**config.mk**
```make
export PLATFORM = sky130hd
export DESIGN_NAME = lb_tx_framer
export DESIGN_NICKNAME = d
export VERILOG_FILES = /design/src/rtl/lb_link_pkg.sv /design/src/rtl/lb_sync2.sv /design/src/rtl/lb_tx_framer.sv
export SDC_FILE = /design/constraint.sdc
export NUM_CORES = 1
export LEC_CHECK = 0
export ABC_AREA = 1
export CAP_MARGIN = 20
export CORE_MARGIN = 2
export CORE_UTILIZATION = 50
export CTS_BUF_LIST = sky130_fd_sc_hd__clkbuf_4 sky130_fd_sc_hd__clkbuf_8 sky130_fd_sc_hd__clkbuf_16
export CTS_CLUSTER_SIZE = 24
export DETAILED_ROUTE_END_ITERATION = 6
export MAX_ROUTING_LAYER = met4
export PLACE_DENSITY = 0.83
export SLEW_MARGIN = 20
export SYNTH_ARGS = -nofsm -noshare
export SYNTH_HDL_FRONTEND = slang
export SYNTH_HIERARCHICAL = 1
export SYNTH_SLANG_ARGS = --single-unit
```
**constraint.sdc**
```tcl
create_clock -name clk -period 1.5 [get_ports clk]
set_clock_uncertainty 0.1 [all_clocks]
set_input_delay 0.15 -clock clk [delete_from_list [all_inputs] [get_ports clk]]
set_output_delay 0.15 -clock clk [all_outputs]
set_load 0.02 [all_outputs]
```
**src/rtl/lb_link_pkg.sv**
```systemverilog
// Shared link-layer definitions for the HPIO loopback lane: state encoding,
// default control words and the CRC-8 step function shared with the RX deframer.
package lb_link_pkg;

  typedef enum logic [2:0] {
    ST_IDLE    = 3'd0,
    ST_TRAIN   = 3'd1,
    ST_SYNC    = 3'd2,
    ST_SEQ     = 3'd3,
    ST_PAYLOAD = 3'd4,
    ST_CRC     = 3'd5
  } state_t;

  localparam logic [7:0] TRAIN_WORD_DEF = 8'h6B;
  localparam logic [7:0] SYNC_WORD_DEF  = 8'hBC;
  localparam logic [7:0] FILL_WORD_DEF  = 8'h00;
  localparam logic [7:0] IDLE_WORD_DEF  = 8'h00;
  localparam logic [7:0] CRC8_POLY      = 8'h07;

  // One byte of CRC-8 (poly 0x07, MSB first, no reflection).
  function automatic logic [7:0] crc8_next(input logic [7:0] crc, input logic [7:0] data);
    logic [7:0] c;
    c = crc ^ data;
    for (int i = 0; i < 8; i++) begin
      c = c[7] ? ((c << 1) ^ CRC8_POLY) : (c << 1);
    end
    return c;
  endfunction

endpackage

```
**src/rtl/lb_sync2.sv**
```systemverilog
// Two-flop synchronizer for a single quasi-static level (phy_rdy).
module lb_sync2 (
  input  logic clk,
  input  logic rst,
  input  logic d,
  output logic q
);

  logic meta;

  // Two back-to-back flops give the first stage a full cycle to resolve.
  always_ff @(posedge clk or posedge rst) begin
    if (rst) begin
      meta <= 1'b0;
      q    <= 1'b0;
    end else begin
      meta <= d;
      q    <= meta;
    end
  end

endmodule

```
**src/rtl/lb_tx_framer.sv**
```systemverilog
// TX framer for the HPIO data lane: holds the lane quiet until the PHY is
// ready, sends a training burst, then frames source bytes as SYNC, SEQ, payload.
// Optional CRC-8 trailer per frame when LB_TX_CRC8_EN is defined.
module lb_tx_framer
  import lb_link_pkg::*;
#(
  parameter int unsigned TRAIN_LEN  = 256,
  parameter logic [7:0]  TRAIN_WORD = TRAIN_WORD_DEF,
  parameter logic [7:0]  SYNC_WORD  = SYNC_WORD_DEF,
  parameter logic [7:0]  FILL_WORD  = FILL_WORD_DEF,
  parameter logic [7:0]  IDLE_WORD  = IDLE_WORD_DEF,
  parameter int unsigned FRAME_LEN  = 64
) (
  input  logic        clk,
  input  logic        rst,
  input  logic        phy_rdy,
  input  logic        retrain_req,
  input  logic [7:0]  s_data,
  input  logic        s_valid,
  output logic        s_ready,
  output logic [7:0]  tx_data,
  output logic        trained,
  output logic        underrun,
  output logic [15:0] frame_cnt
);

  localparam int TCW = $clog2(TRAIN_LEN);
  localparam logic [TCW-1:0] TRAIN_LAST = TCW'(TRAIN_LEN - 1);
  localparam logic [7:0]     SLOT_LAST  = 8'(FRAME_LEN - 1);

  state_t         state;
  logic [TCW-1:0] train_cnt;
  logic [7:0]     slot_cnt;
  logic [7:0]     seq;
  logic           rdy_s;
  logic [7:0]     slot_word;
`ifdef LB_TX_CRC8_EN
  logic [7:0]     crc;
`endif

  lb_sync2 u_rdy_sync (
    .clk (clk),
    .rst (rst),
    .d   (phy_rdy),
    .q   (rdy_s)
  );

  // NOTE: s_ready is a continuous assign of the state compare, so no path
  // can leave it unassigned and infer a latch.
  assign s_ready   = (state == ST_PAYLOAD);
  assign slot_word = s_valid ? s_data : FILL_WORD;

  // Link FSM: the state in cycle N chooses the registered word for cycle N+1.
  always_ff @(posedge clk or posedge rst) begin
    if (rst) begin
      state     <= ST_IDLE;
      tx_data   <= IDLE_WORD;
      trained   <= 1'b0;
      underrun  <= 1'b0;
      frame_cnt <= '0;
      seq       <= '0;
      train_cnt <= '0;
      slot_cnt  <= '0;
`ifdef LB_TX_CRC8_EN
      crc       <= '0;
`endif
    end else begin
      // NOTE: every state register here uses <= so all branches read the
      // pre-edge values, matching the flops that synthesis builds.
      underrun <= 1'b0;
      if (state != ST_IDLE && !rdy_s) begin
        // PHY lost: abandon any partial frame, keep seq and frame_cnt.
        state   <= ST_IDLE;
        tx_data <= IDLE_WORD;
        trained <= 1'b0;
      end else if (state != ST_IDLE && retrain_req) begin
        // Quiet word for one cycle, then a full fresh training burst.
        state     <= ST_TRAIN;
        train_cnt <= '0;
        tx_data   <= IDLE_WORD;
        trained   <= 1'b0;
      end else begin
        case (state)
          ST_IDLE: begin
            tx_data <= IDLE_WORD;
            if (rdy_s) begin
              state     <= ST_TRAIN;
              train_cnt <= '0;
            end
          end
          ST_TRAIN: begin
            tx_data   <= TRAIN_WORD;
            train_cnt <= train_cnt + 1'b1;
            if (train_cnt == TRAIN_LAST) begin
              state   <= ST_SYNC;
              trained <= 1'b1;
            end
          end
          ST_SYNC: begin
            // Idle between frames until the source has a byte ready.
            if (s_valid) begin
              tx_data <= SYNC_WORD;
              state   <= ST_SEQ;
            end else begin
              tx_data <= IDLE_WORD;
            end
          end
          ST_SEQ: begin
            tx_data  <= seq;
            seq      <= seq + 8'd1;
            slot_cnt <= '0;
            state    <= ST_PAYLOAD;
`ifdef LB_TX_CRC8_EN
            crc      <= crc8_next(8'h00, seq);
`endif
          end
          ST_PAYLOAD: begin
            tx_data  <= slot_word;
            underrun <= !s_valid;
            slot_cnt <= slot_cnt + 8'd1;
`ifdef LB_TX_CRC8_EN
            crc      <= crc8_next(crc, slot_word);
            if (slot_cnt == SLOT_LAST) begin
              state <= ST_CRC;
            end
`else
            if (slot_cnt == SLOT_LAST) begin
              frame_cnt <= frame_cnt + 16'd1;
              state     <= ST_SYNC;
            end
`endif
          end
`ifdef LB_TX_CRC8_EN
          ST_CRC: begin
            tx_data   <= crc;
            frame_cnt <= frame_cnt + 16'd1;
            state     <= ST_SYNC;
          end
`endif
          default: begin
            state   <= ST_IDLE;
            tx_data <= IDLE_WORD;
            trained <= 1'b0;
          end
        endcase
      end
    end
  end

endmodule
```
==> flow_summary.json, run 1 <==
{
  "fin_crit_ns": 1.55,
  "path_clk_slew_ns": 0.10,
  "grt_pass1_wl_mm": 12.0,
  "power_mw": 4.58,
  "firstDrtPassIters": 4,
  "period_share": 1.03,
  "die_w_um": 81.5,
  "grt-ovfl-total": 0,
  "vias": 2948,
  "async_flop_share": 1.00,
  "rsz0062_at_grt": "true",
  "syn_nets": 425,
  "slew-limit-headroom": 0.813,
  "status": "finished, violations left",
  "r2r_end": "frame_cnt[10]$_DFFE_PP0P_",
  "yosysWarnings": 6,
  "synth.most_common_cell": "nand2_1",
  "slowest_delay_ns": 0.41,
  "clock_sinks": 55,
  "grt_max_degree": 54,
  "wl_per_cell_um": 13.0,
  "path_max_fanout": 7,
  "drtAntennaViolNets": 0,
  "final_hold_viol_count": 0,
  "core_mm2": 0.00585,
  "synth-seq-cells": 55,
  "io_pins": 40,
  "path_cells": "ha_4 -> nand2_4 -> nor2_4 -> nand2_4 -> inv_4 -> buf_6 -> nand2_8 -> inv_8 -> nand2_2 -> nand2_1 -> nand2_1",
  "violations": "negative setup slack",
  "via_per_inst": 5.15,
  "wl_mm": 7.44,
  "cpLargestDelayFamily": "simple AND/OR/NAND/NOR gates",
  "antenna_cells": 0,
  "yosysTopAreaCell": "dfrtp_1",
  "drt_iter0_drc": 111,
  "synthTopCellsByCount": "140 x nand2_1, 55 x dfrtp_1, 49 x inv_1",
  "drc": 0,
  "htree_levels": 2,
  "grt_pass1_vias": 2824,
  "die_height_um": 81.5,
  "hpwl_mm": 5.16,
  "row_count": 28,
  "syn_inst": 408,
  "cp.required_ns": 1.61,
  "crit_arrival_ns": 1.66,
  "worst_pin_slew_ns": 0.280,
  "synth.area.top_cells": "dfrtp_1 46%, nand2_1 17%, inv_1 6.1%, nor2_1 5.4%, nand3_1 4.0%",
  "reg2reg_depth": 11,
  "root_buffer": "clkbuf_8",
  "drv_slew": 0,
  "total_leakage_power_nw": 2.11,
  "min_from": "phy_rdy",
  "worstSetupStartpoint": "slot_cnt[0]$_DFFE_PP0P_",
  "cts_buffers": 5,
  "synth_cell_types": 26,
  "synth_edf_count": 0,
  "end_kind": "flip-flop",
  "fmax_ghz": 0.647,
  "cts_tree": "built",
  "whs_endpoint": "u_rdy_sync/meta$_DFF_PP0_",
  "initial_core_util": 0.513,
  "reg2reg_from": "slot_cnt[0]$_DFFE_PP0P_",
  "r2r_slack_ns": -0.05,
  "synthFlopType": "dfrtp_1",
  "nets": 513,
  "hp-class": "primary input to flip-flop",
  "setup_slack_ns": -0.0462,
  "track_usage": 0.238,
  "syn_area_mm2": 0.00300,
  "cts.path.max_buffers": 2,
  "cap_violations": 0,
  "whs_ns": 0.169,
  "setup_viol": 6,
  "nFillCells": 438,
  "numPortBuffers": 39,
  "timing.critical_path.buf_inv": 3,
  "p_per_area_mw_per_mm2": 1100,
  "synth_top_area_share": 0.458,
  "slowest_stage": "dfrtp_1",
  "min_path_cells": 1,
  "clk_latency_ns": 0.31,
  "grt_antenna_before_repair": 0,
  "globalplace.congestion": 0.913,
  "die_area_mm2": 0.00664,
  "place_ws_ns": -0.208,
  "ys_seq_area_frac": 0.458,
  "vdd_drop_max_uv": 760,
  "area_delta_synth_final_pct": 38.5,
  "drive_gt1_frac": 0.241,
  "worstSetupPathType": "flip-flop to flip-flop",
  "synth_area_per_cell_um2": 7.36,
  "critPathLaunchType": "flip-flop"
}
## cell families after synthesis
| logic type | count (synthesis) | share of synthesized area |
|---|---|---|
| xor+xnor | 11 | 0.0321 |
| fa+ha+maj | 4 | 0.0167 |
| simple gates | 239 | 0.342 |
| buf+inv | 57 | 0.0754 |
| compound gates | 42 | 0.0758 |
| flops | 55 | 0.458 |
## registers in the layout, indices dropped and copies added, names as in the netlist
signal,cells
tx_data,8
underrun,1
u_rdy_sync/q,1
seq,8
trained,1
slot_cnt,8
frame_cnt,16
state,3
train_cnt,8
u_rdy_sync/meta,1
## final cells by class
| class | instances | area [µm²] | area share |
|---|---|---|---|
| clock buffer | 5 | 68.8 | 0.0165 |
| clock inverter | 3 | 43.8 | 0.0105 |
| inverter | 54 | 216 | 0.0520 |
| multi-input combinational | 296 | 1600 | 0.385 |
| sequential | 55 | 1380 | 0.332 |
| tap | 75 | 93.8 | 0.0226 |
| timing repair buffer | 84 | 752 | 0.181 |
## how the worst max path moves through the flow
stage	end	slack, ns	cells after the start
global route	slot_cnt[4]$_DFFE_PP0P_	-0.12	8
detailed placement	tx_data[3]$_DFF_PP0_	-0.21	9
finish	frame_cnt[10]$_DFFE_PP0P_	-0.05	11
floorplan	frame_cnt[14]$_DFFE_PP0P_	0.006	8
global placement	tx_data[3]$_DFF_PP0_	-0.17	8
CTS	frame_cnt[9]$_DFFE_PP0P_	-0.04	11
## per-layer routing
metal  vias up  GRT usage  wire, µm
met4         0     0.0661       123
met5         -          -         0
li1       1468          -         -
met2        71      0.409      3890
met1      1395      0.282      3080
met3        14     0.0505       348
## power breakdown
| group | switching [mW] | total (mW) | internal, mW |
|---|---|---|---|
| Sequential | 0.188 | 1.91 | 1.73 |
| Combinational | 0.975 | 1.66 | 0.682 |
| Clock | 0.511 | 1.01 | 0.498 |
| Total | 1.67 | 4.58 | 2.91 |
## per-stage QoR
step                      area (µm²)  instances  utilization  setup TNS, ns
after floorplan                 3010        408            -              0
after global placement          3770        556        0.645          -4.73
after detailed placement        3770        556        0.645          -6.09
after CTS                       3940        568        0.674         -0.119
after global routing            4160        572        0.711          -1.60
final                           4160        572        0.711         -0.103
## timing repair
| action | CTS | global route |
|---|---|---|
| hold endpoints to repair | 2 | 0 |
| setup endpoints to repair | 45 | 41 |
| hold buffers | 1 | 0 |
| setup buffers | 3 | 4 |
| gates resized for setup | 55 | 59 |
| pin swaps | 4 | 14 |
## cell usage in the layout, fill, tap and decap left out, types with 2 or more instances in the layout
cell type	netlist	layout
dfrtp_2	0	5
dlygate4sd2_1	0	25
inv_1	49	41
dfrtp_1	55	50
clkdlybuf4s50_1	0	12
nor2_1	43	35
xnor2_1	7	7
nand4_1	10	10
nand3_2	2	5
a22o_1	2	2
nand3_1	24	19
o21ai_1	4	11
inv_2	5	10
nand2_4	1	4
nand3b_1	4	4
a21oi_1	11	11
o21ai_2	2	6
ha_1	4	2
nor2_2	4	7
buf_12	0	2
nand3_4	0	2
ha_4	0	2
nor3_1	6	3
nand2_2	3	12
buf_4	1	34
nor3_2	0	3
xor2_1	4	4
clkbuf_8	0	5
nand2_1	140	127
buf_6	1	8
o21ai_0	22	11
nor2_4	2	7
No activity file was read; power rests on OpenSTA's default activity.
==> run 2, diff against run 1 <==
--- a/config.mk
+++ b/config.mk
@@ -13,7 +13,7 @@
 export CTS_CLUSTER_SIZE = 24
 export DETAILED_ROUTE_END_ITERATION = 6
 export MAX_ROUTING_LAYER = met4
-export PLACE_DENSITY = 0.83
+export PLACE_DENSITY = 0.79
 export SLEW_MARGIN = 20
 export SYNTH_ARGS = -nofsm -noshare
 export SYNTH_HDL_FRONTEND = slang
==> flow_summary.json, run 2 (synthesis results as in run 1) <==
{
  "initial_core_util": 0.513,
  "status": "finished, violations left",
  "drv_slew": 0,
  "most-common-layout-cells": "127 x nand2_1, 51 x dfrtp_1, 48 x buf_4, 41 x inv_1, 35 x nor2_1",
  "antenna_cells": 0,
  "cts_buffers": 5,
  "vdd_drop_max_uv": 717,
  "drc": 0,
  "drtAntennaViolNets": 0,
  "path_cells": "ha_4 -> nand2_4 -> nor2_4 -> nand2_2 -> inv_2 -> buf_6 -> nand2_8 -> inv_8 -> nand2_2 -> nand2_1 -> nand2_1",
  "critPathLaunchType": "flip-flop",
  "cts_tree": "built",
  "grt_pass1_wl_mm": 12.6,
  "root_buffer": "clkbuf_8",
  "slowest_stage": "dfrtp_1",
  "fmax_ghz": 0.649,
  "wl_mm": 7.53,
  "design_area_mm2": 0.00413,
  "violations": "negative setup slack",
  "crit_arrival_ns": 1.65,
  "fin_crit_ns": 1.54,
  "die_height_um": 81.5,
  "hpwl_mm": 5.11,
  "period_share": 1.03,
  "final_hold_viol_count": 0,
  "io_pins": 40,
  "fin_util": 0.706,
  "end_kind": "flip-flop",
  "rsz0062_at_grt": "true",
  "row_count": 28,
  "p_per_area_mw_per_mm2": 1100,
  "total_leakage_power_nw": 2.18,
  "vias": 3047,
  "core_mm2": 0.00585,
  "largest_register": "frame_cnt",
  "slew-limit-headroom": 0.803,
  "numPortBuffers": 39,
  "clock_sinks": 55,
  "path_clk_slew_ns": 0.10,
  "grt_pass1_vias": 2917,
  "track_usage": 0.247,
  "worstSetupPathType": "flip-flop to flip-flop",
  "cts.path.max_buffers": 2,
  "nets": 520,
  "grt-ovfl-total": 0,
  "firstDrtPassIters": 5,
  "worst_pin_slew_ns": 0.296,
  "area_delta_synth_final_pct": 37.5,
  "setup_slack_ns": -0.0410,
  "dpl_cell_area_mm2": 0.00380,
  "hp-class": "primary input to flip-flop",
  "final_common_cell": "nand2_1",
  "wl_per_cell_um": 13.0,
  "path_max_fanout": 7,
  "clk_latency_ns": 0.31,
  "grt_antenna_before_repair": 0,
  "largest_register_ffs": 16,
  "globalplace.congestion": 0.876,
  "setup_viol": 26,
  "whs_ns": 0.174,
  "htree_levels": 2,
  "grt_max_degree": 54,
  "cap_violations": 0,
  "die_w_um": 81.5,
  "via_per_inst": 5.26,
  "drt_iter0_drc": 235,
  "die_area_mm2": 0.00664,
  "drive_gt1_frac": 0.242,
  "cp.required_ns": 1.61,
  "slowest_delay_ns": 0.41
}
-- run 2: cell types whose count changed in the layout (fill, tap and decap cells not counted), moves of 2 or more --
| cell | delta |
|---|---|
| o21ai_1 | -2 |
| buf_4 | +14 |
| clkbuf_4 | +2 |
| buf_6 | -5 |
| dlygate4sd2_1 | -4 |
| o21ai_0 | +4 |
| dlymetal6s2s_1 | +4 |
| o21ai_2 | -2 |
-- run 2: through the flow --
| step | total power [mW] | std cells | setup TNS [ns] | worst slack [ns] |
|---|---|---|---|---|
| 4_1_cts | 4.41 | 576 | -0.561 | -0.0747 |
| 2_1_floorplan | 2.83 | 408 | 0 | 0.00606 |
| 3_5_place_dp | 3.55 | 562 | -4.65 | -0.172 |
| 3_3_place_gp | 3.49 | 562 | -4.19 | -0.161 |
| 6_report | 4.55 | 579 | -0.351 | -0.0410 |
| 5_1_grt | 4.82 | 579 | -3.10 | -0.127 |
-- run 2: what timing repair did --
action                                  CTS  global route
buffers inserted                          5             3
hold buffers                              1             0
pin swaps                                 4            13
gates cloned                              0             0
resized for setup                        40            57
hold endpoints to repair                  2             0
endpoints found under the setup margin   40            53
-- run 2: path summary, 6_finish.rpt --
check,startpoint,to,slack [ns],cells past startpoint
setup / recovery,slot_cnt[1]$_DFFE_PP0P_,frame_cnt[9]$_DFFE_PP0P_,-0.04,11
hold / removal,phy_rdy,u_rdy_sync/meta$_DFF_PP0_,0.17,1
setup reg to reg,slot_cnt[1]$_DFFE_PP0P_,frame_cnt[9]$_DFFE_PP0P_,-0.04,11
hold reg to reg,u_rdy_sync/meta$_DFF_PP0_,u_rdy_sync/q$_DFF_PP0_,0.27,0
max in group asynchronous,rst,frame_cnt[2]$_DFFE_PP0P_,0.28,4
min in group asynchronous,rst,u_rdy_sync/meta$_DFF_PP0_,0.54,3
-- run 2: metal layers --
metal / track usage / up-vias / wire, µm
met5: - / - / 0
met4: 0.0695 / 0 / 140
met3: 0.0495 / 21 / 360
met2: 0.429 / 109 / 3840
met1: 0.292 / 1440 / 3180
li1: - / 1477 / -
-- run 2: area by class of cell --
class | instances | area, µm²
clock buffers | 7 | 83.8
clock inverters | 1 | 5.00
fillers | 438 | 1720
inverters | 54 | 214
multi-input cells | 296 | 1560
flip-flops and latches | 55 | 1380
well taps | 75 | 93.8
repair buffers | 91 | 791
-- run 2: report_power, final --
| group | switching [mW] | internal [mW] | leakage, nW |
|---|---|---|---|
| Sequential | 0.184 | 1.73 | 0.729 |
| Clock | 0.493 | 0.366 | 0.0491 |
| Combinational | 1.02 | 0.756 | 1.40 |
| Total | 1.70 | 2.85 | 2.18 |
-- run 2: worst max-delay path: cells and delay by family, from the launching register on --
family | cells | cell delay, ns
adders and majority gates | 1 | 0.17
buffers and inverters | 3 | 0.26
DFF | 1 | 0.41
and+or+nand+nor | 7 | 0.51
==> run 3, diff against run 2 <==
--- a/config.mk
+++ b/config.mk
@@ -8,12 +8,12 @@
 export ABC_AREA = 1
 export CAP_MARGIN = 20
 export CORE_MARGIN = 2
-export CORE_UTILIZATION = 50
+export CORE_UTILIZATION = 59
 export CTS_BUF_LIST = sky130_fd_sc_hd__clkbuf_4 sky130_fd_sc_hd__clkbuf_8 sky130_fd_sc_hd__clkbuf_16
 export CTS_CLUSTER_SIZE = 24
 export DETAILED_ROUTE_END_ITERATION = 6
 export MAX_ROUTING_LAYER = met4
-export PLACE_DENSITY = 0.79
+export PLACE_DENSITY = 0.88
 export SLEW_MARGIN = 20
 export SYNTH_ARGS = -nofsm -noshare
 export SYNTH_HDL_FRONTEND = slang
==> constraint.sdc (replaced) <==
create_clock -name clk -period 1.8 [get_ports clk]
set_clock_uncertainty 0.1 [all_clocks]
set_input_delay 0.18 -clock clk [delete_from_list [all_inputs] [get_ports clk]]
set_output_delay 0.18 -clock clk [all_outputs]
set_load 0.1 [all_outputs]
==> flow_summary.json, run 3 (synthesis results as in run 1) <==
{
  "clock_sinks": 55,
  "p_per_area_mw_per_mm2": 1000,
  "critPathLaunchType": "flip-flop",
  "largest_register_ffs": 16,
  "reg2reg_from": "slot_cnt[1]$_DFFE_PP0P_",
  "total_leakage_power_nw": 1.85,
  "globalplace.congestion": 0.914,
  "antenna_cells": 0,
  "setup_slack_ns": 0.0889,
  "r2r_slack_ns": 0.10,
  "fin_setup_tns_ns": 0,
  "design_area_mm2": 0.00381,
  "min_path_cells": 1,
  "cp.required_ns": 1.52,
  "via_per_inst": 5.33,
  "track_usage": 0.290,
  "cap_violations": 0,
  "status": "finished, final reports clean",
  "core_mm2": 0.00482,
  "htree_levels": 2,
  "hpwl_mm": 5.28,
  "numPortBuffers": 39,
  "clock_power_share": 0.185,
  "die_height_um": 75.4,
  "dp_cells": 518,
  "end_kind": "output port",
  "grt_antenna_before_repair": 0,
  "vdd_drop_max_uv": 1000,
  "final_hold_viol_count": 0,
  "cts_tree": "built",
  "power_mw": 3.82,
  "reg2reg_depth": 9,
  "drv_slew": 0,
  "drc": 0,
  "firstDrtPassIters": 6,
  "grt_pass1_wl_mm": 12.2,
  "row_count": 25,
  "cts.path.max_buffers": 2,
  "switching_power_mw": 1.66,
  "worstSetupPathType": "flip-flop to output port",
  "worst_pin_slew_ns": 0.394,
  "vias": 2812,
  "whs_ns": 0.198,
  "dpl_cell_area_mm2": 0.00369,
  "largest_register": "frame_cnt",
  "grt_pass1_vias": 2764,
  "initial_core_util": 0.624,
  "nets": 477,
  "crit_arrival_ns": 1.43,
  "whs_endpoint": "u_rdy_sync/meta$_DFF_PP0_",
  "slew-limit-headroom": 0.737,
  "drt_iter0_drc": 268,
  "pwr-share-comb": 0.393,
  "r2r_end": "frame_cnt[6]$_DFFE_PP0P_",
  "root_buffer": "clkbuf_8",
  "io_pins": 40,
  "drive_gt1_frac": 0.174,
  "path_clk_slew_ns": 0.09,
  "die_w_um": 75.4,
  "fmax_ghz": 0.584,
  "wl_mm": 6.93,
  "grt-ovfl-total": 0,
  "fin_crit_ns": 1.71,
  "nFillCells": 337,
  "hp-class": "primary input to flip-flop",
  "area_delta_synth_final_pct": 26.8,
  "cts_buffers": 5,
  "fin_util": 0.791,
  "final_common_cell": "nand2_1",
  "place_ws_ns": -0.0303,
  "clk_latency_ns": 0.31,
  "wl_per_cell_um": 13.1,
  "min_from": "phy_rdy",
  "swShare": 0.434,
  "most-common-layout-cells": "140 x nand2_1, 46 x inv_1, 43 x nor2_1, 42 x dfrtp_1, 23 x nand3_1",
  "seq_power_share": 0.422,
  "intPower_mw": 2.16,
  "grt_max_degree": 24,
  "path_max_fanout": 6,
  "period_share": 0.951,
  "die_area_mm2": 0.00568,
  "drtAntennaViolNets": 0,
  "instances_no_fill": 528,
  "setup_viol": 0,
  "rsz0062_at_grt": "true"
}
==> run 3: how the worst max path moves through the flow <==
| stage | depth (start not counted) | start | to |
|---|---|---|---|
| after global placement | 9 | retrain_req | frame_cnt[9]$_DFFE_PP0P_ |
| after global routing | 9 | slot_cnt[1]$_DFFE_PP0P_ | frame_cnt[6]$_DFFE_PP0P_ |
| after detailed placement | 9 | retrain_req | frame_cnt[9]$_DFFE_PP0P_ |
| after CTS | 4 | state[1]$_DFFE_PP0P_ | s_ready |
| final | 4 | state[1]$_DFFE_PP0P_ | s_ready |
| after floorplan | 8 | frame_cnt[1]$_DFFE_PP0P_ | frame_cnt[14]$_DFFE_PP0P_ |
==> run 3: critical path: stages, from the launching register on <==
cell and delay [ns]:
dfrtp_1 0.47, inv_2 0.09, nand3_2 0.16, clkinvlp_4 0.20, buf_12 0.21
==> run 3: power by group through the flow <==
stage	sequential (mW)	combinational [mW]	clock, mW
floorplan	2.05	0.699	0
global placement	1.62	1.42	0
detailed placement	1.63	1.48	0
CTS	1.61	1.48	0.718
global route	1.64	1.64	0.758
finish	1.61	1.50	0.704
==> run 3: layout make-up <==
cell class              count  area, µm²  area share
clock buffers               8       91.3      0.0240
inverters                  54        209      0.0549
multi-input cells         296       1410       0.371
flip-flops and latches     55       1390       0.366
well taps                  67       83.8      0.0220
repair buffers             48        618       0.162
==> run 3: repair_timing <==
action                                  in CTS  in global routing
hold endpoints to repair                     2                  0
gates resized for setup                      0                  4
endpoints found under the setup margin       0                  7
setup buffers                                0                  1
hold buffers                                 1                  0
==> run 3: layer usage <==
metal | GRT usage | routed length (µm) | vias to the layer above
met2 | 0.494 | 3450 | 100
met1 | 0.357 | 3070 | 1312
met4 | 0.0702 | 86 | 0
met3 | 0.0569 | 312 | 12
li1 | - | - | 1388
met5 | - | 0 | -
